`config.mk`:
```
export PLATFORM = sky130hd
export DESIGN_NAME = serial_subtractor
export DESIGN_NICKNAME = d
export VERILOG_FILES = /design/src/rtl/serial_subtractor.sv
export SDC_FILE = /design/constraint.sdc
export NUM_CORES = 1
export LEC_CHECK = 0
export ABC_AREA = 0
export BUFFER_PORTS_ARGS = -buffer_cell sky130_fd_sc_hd__buf_2
export CORE_MARGIN = 1
export CORE_UTILIZATION = 50
export CTS_BUF_LIST = sky130_fd_sc_hd__clkbuf_8
export DETAILED_ROUTE_END_ITERATION = 8
export GPL_TIMING_DRIVEN = 0
export PLACE_DENSITY = 0.74
export SYNTH_ARGS = -nofsm -noshare
export SYNTH_HDL_FRONTEND = slang
export SYNTH_SLANG_ARGS = --single-unit
```
`constraint.sdc`:
```
create_clock -name clk -period 3.3 [get_ports clk]
set_clock_uncertainty 0.2 [all_clocks]
set_input_delay 0.825 -clock clk [delete_from_list [all_inputs] [get_ports clk]]
set_output_delay 0.825 -clock clk [all_outputs]
set_load 0.03 [all_outputs]
```
`src/rtl/serial_subtractor.sv`:
```
// Bit-serial LSB-first subtractor: diff = (a_in - b_in) mod 2^WIDTH over WIDTH RUN cycles.
// Optional signed-overflow output ovf is built when SERSUB_SIGNED_OVF_EN is defined.
module serial_subtractor #(
  parameter int unsigned WIDTH = 8
) (
  input  logic             clk,
  input  logic             rst,
  input  logic             start,
  input  logic [WIDTH-1:0] a_in,
  input  logic [WIDTH-1:0] b_in,
  output logic             busy,
  output logic             bit_out,
  output logic             bit_valid,
  output logic [WIDTH-1:0] diff,
  output logic             borrow_out,
  output logic             done
`ifdef SERSUB_SIGNED_OVF_EN
  ,
  output logic             ovf
`endif
);

  localparam int unsigned CW = $clog2(WIDTH);

  typedef enum logic [1:0] {IDLE, RUN, DONE} state_t;

  state_t           state_q;
  logic [WIDTH-1:0] a_q, b_q, diff_q;
  logic [CW-1:0]    cnt_q;
  logic             br_q, borrow_q;
  logic             a0, b0, d_bit, br_d;
`ifdef SERSUB_SIGNED_OVF_EN
  logic             ovf_q;
`endif

  // One full-subtractor cell fed by the operand LSBs and the stored borrow.
  always_comb begin
    a0    = a_q[0];
    b0    = b_q[0];
    d_bit = a0 ^ b0 ^ br_q;
    br_d  = (~a0 & b0) | (~(a0 ^ b0) & br_q);
  end

  assign busy       = (state_q != IDLE);
  assign bit_valid  = (state_q == RUN);
  assign bit_out    = bit_valid & d_bit;
  assign done       = (state_q == DONE);
  assign diff       = diff_q;
  assign borrow_out = borrow_q;
`ifdef SERSUB_SIGNED_OVF_EN
  assign ovf        = ovf_q;
`endif

  always_ff @(posedge clk or posedge rst) begin
    if (rst) begin
      state_q  <= IDLE;
      a_q      <= '0;
      b_q      <= '0;
      diff_q   <= '0;
      cnt_q    <= '0;
      br_q     <= 1'b0;
      borrow_q <= 1'b0;
`ifdef SERSUB_SIGNED_OVF_EN
      ovf_q    <= 1'b0;
`endif
    end else begin
      case (state_q)
        IDLE: begin
          if (start) begin
            a_q     <= a_in;
            b_q     <= b_in;
            br_q    <= 1'b0;
            diff_q  <= '0;
            cnt_q   <= '0;
`ifdef SERSUB_SIGNED_OVF_EN
            ovf_q   <= 1'b0;
`endif
            state_q <= RUN;
          end
        end
        RUN: begin
          a_q    <= a_q >> 1;
          b_q    <= b_q >> 1;
          diff_q <= {d_bit, diff_q[WIDTH-1:1]};
          br_q   <= br_d;
          cnt_q  <= cnt_q + CW'(1);
          // Last cell: operand MSBs are at bit 0 now, so overflow is judged here.
          if (cnt_q == CW'(WIDTH - 1)) begin
            borrow_q <= br_d;
`ifdef SERSUB_SIGNED_OVF_EN
            ovf_q    <= (a0 ^ b0) & (a0 ^ d_bit);
`endif
            state_q  <= DONE;
          end
        end
        DONE: state_q <= IDLE;
        default: state_q <= IDLE;
      endcase
    end
  end

endmodule

```
==> flow_summary_export.csv <==
group,metric,value,unit
status,status,"finished clean",
critical_path,cpLargestDelayFamily,"adder cells",
logic_synthesis,synth_edf_count,0,
logic_synthesis,synthMostInstantiatedCell,"dfrtp_1",
critical_path,crit_type,"flop to output port",
logic_synthesis,ys_types,25,
drt,vias,1118,
clock_tree,ctsResizeCount,0,
drt,drtAntennaViolNets,0,
critical_path,crit_chain,"fa_1, and2_1, buf_2",
run,drv_cap,0,
clock_tree,cts_setup_buffers,0,
critical_path,slowest_stage,"fa_1",
grt,grt_antenna_before_repair,0,
critical_path,cp-start-kind,"flop",
cells_and_area,nets,182,
timing,rsz0062_at_grt,"no",
placed_design,gp_congestion,0.7457,
critical_path,crit_buf_inv,1,
grt,grt_max_degree,32,
hold_path,whs_path_depth,1,
logic_synthesis,synthAdderAreaFrac,3.120,%
power_and_ir_drop,power.total,0.001786,W
timing,finalSetupTns,0,ns
logic_synthesis,synthTopCellsByArea,"dfrtp_1, a22o_1, a222oi_1",
critical_path,slowest_delay,0.56,ns
logic_synthesis,netlist_area,0.001444,mm^2
die,fp.coreArea,0.002734,mm^2
timing,fin_crit_sh,77.99,%
drt,drt_wl_total,2933,um
logic_synthesis,synth_nets,145,
die,num_rows,19,
critical_path,r2r_end,"b_q[0]",
clock_tree,clock_sinks,31,
critical_path,worstPathRequired,2.27,ns
logic_synthesis,synth_common_cells,"dfrtp_1, inv_1, a22o_1, nor2b_1, a222oi_1",
timing,slew-limit-headroom,23.61,%
logic_synthesis,yosys.area_share.simple,12.22,%
die,die_y,55.74,um
clock_tree,clkTransAtPathRegs,0.07,ns
critical_path,critical_path.max_fanout,2,
critical_path,r2r_slack,1.75,ns
grt,overflow,0,
cells_and_area,diodes,0,
critical_path,cp-startpoint,"a_q[0]",
drt,vias_per_cell,5.853,
clock_tree,numCtsBuffers,5,
critical_path,r2r-start,"state_q[0]",
cells_and_area,drive_above_1_share,31.87,%
logic_synthesis,synth_cells,123,
clock_tree,cts.htree.levels,2,
clock_tree,ctsHoldBuffers,0,
cells_and_area,multi_input_area,521.8,um^2
drt,avgRoutedWirePerCell,15.36,um
drt,firstDrtPassIters,5,
clock_tree,cts_buffer_depth,2,
critical_path,r2r_cells,4,
logic_synthesis,synth_top_area_share,53.73,%
timing,min_period,2.574,ns
grt,grt_usage,21.12,%
grt,grt_pass1_vias,1062,
hold_path,min_path_type,"flop to flop",
clock_tree,cts-root-buf,"clkbuf_8",
hold_path,holdCritStartpoint,"cnt_q[0]",
cells_and_area,area_delta_synth_final,19.15,%
critical_path,arrival,1.55,ns
logic_synthesis,synth_area_per_cell,11.74,um^2
timing,hold_viol,0,
clock_tree,cts_tree,"done",
logic_synthesis,async_flop_share,100.0,%
die,die_x,55.74,um
die,io_pins,32,
power_and_ir_drop,peakVddDrop,692.7,uV
clock_tree,clock_latency,0.28,ns
placed_design,dp_hpwl,2000,um
logic_synthesis,synth_seq_cells,31,
grt,grt_pass1_wl,5085,um
logic_synthesis,synth_top_family_by_area,"compound AO/OA/AOI/OAI gates",
die,start_util,52.81,%
placed_design,port_buffers,30,
hold_path,min_to,"cnt_q[0]",
timing,finalSetupViolCount,0,
timing,worst_pin_slew,1.145,ns
logic_synthesis,synth_flop_cell,"dfrtp_1",
die,die_area,0.003106,mm^2
cells_and_area,nFillCells,240,
drt,drc,0,
logic_synthesis,synth_compound_area_share,19.41,%
logic_synthesis,seq_area_frac_synth,53.73,%
power_and_ir_drop,pwr_density_cell,1038,mW/mm^2
timing,timing.fmax,388.6,MHz
power_and_ir_drop,total_leakage_power,0.8704,nW
cells_and_area,seq_area,775.7,um^2
logic_synthesis,synthXorXnorAreaFrac,0,%
logic_synthesis,yosysWarnings,0,
logic_synthesis,synth_mux_area_share,1.386,%
logic_synthesis,yosys.area.top_type,"dfrtp_1",
timing,slew_violations,0,
drt,drt_iter0_drc,75,
critical_path,endpoint_kind,"output port",
layout by cell type, fill, tap and decap left out:
cell type,netlist,routed
buf_6,1,1
o21bai_4,1,1
a22o_1,10,10
a21oi_1,1,1
nand2b_4,1,1
buf_4,6,6
nor2b_1,9,9
mux2i_1,2,2
nor4b_1,6,6
and2_1,1,1
nand2b_1,2,2
a221oi_1,6,6
o21ba_2,1,1
a32o_1,2,2
fa_1,1,1
inv_2,1,1
and3b_1,1,1
inv_1,18,18
nor2_1,7,7
buf_2,3,33
clkinv_2,0,1
clkbuf_8,0,6
buf_1,1,1
o22ai_1,1,1
a222oi_1,8,8
ha_1,2,2
dfrtp_1,31,31
stage by stage:
stage | instance area, um^2 | utilization, % | hold WS [ns] | cells | setup slack (ns)
3_5_place_dp | 1633 | 59.73 | 0.2861 | 184 | 1.024
6_report | 1720 | 62.93 | 0.2906 | 191 | 0.7265
4_1_cts | 1720 | 62.93 | 0.2918 | 191 | 0.7239
2_1_floorplan | 1444 | - | 0.2569 | 123 | 0.9963
5_1_grt | 1720 | 62.93 | 0.3278 | 191 | 0.6488
3_3_place_gp | 1633 | 59.73 | 0.2776 | 184 | 1.012
sequential cells by signal, summed over array words and instances, names as in the netlist:
signal and cells:
a_q 8, b_q 8, diff 8, cnt_q 3, state_q 2, borrow_out 1, br_q 1
power breakdown:
group,internal (W),switching [W],leakage [nW]
combinational,0.000350,0.000490,0.445
sequential,0.000553,0.0000898,0.379
clock,0.000163,0.000140,0.0470
worst reg2reg max path: cells and delay by family (launching register included):
family	cells	cell delay (ns)
AND/OR/NAND/NOR	1	0.36
flip-flops	1	0.41
buffers and inverters	2	0.37
AO/OA/AOI/OAI	1	0.09
worst max path at each step:
stage | to | slack, ns | depth (start not counted)
after global placement | bit_out | 1.01 | 3
after global routing | bit_out | 0.65 | 6
final | bit_out | 0.73 | 3
after detailed placement | bit_out | 1.02 | 3
after floorplan | bit_out | 1.0 | 5
after CTS | bit_out | 0.72 | 3
cell type report:
cell class / count / area share (%)
Clock buffer: 6 / 4.800
Multi-Input combinational cell: 62 / 30.33
Timing Repair Buffer: 30 / 8.727
Inverter: 19 / 4.145
Tap cell: 31 / 2.255
Sequential cell: 31 / 45.09
Clock inverter: 1 / 0.2909
Buffer: 11 / 4.364
logic make-up after synthesis:
group / Yosys count
adders and majority gates: 3
buffers and inverters: 30
AOI/OAI and AO/OA: 30
DFF: 31
and+or+nand+nor: 27
muxes: 2
routing by layer:
layer	vias up	GRT usage, %	share of wire (%)
li1	513	-	-
met1	560	29.28	46
met2	40	32.01	46
met3	5	4.651	5.7
met4	0	9.286	1.6
met5	-	0	0
Note: power is estimated with default switching activity, not from simulation.
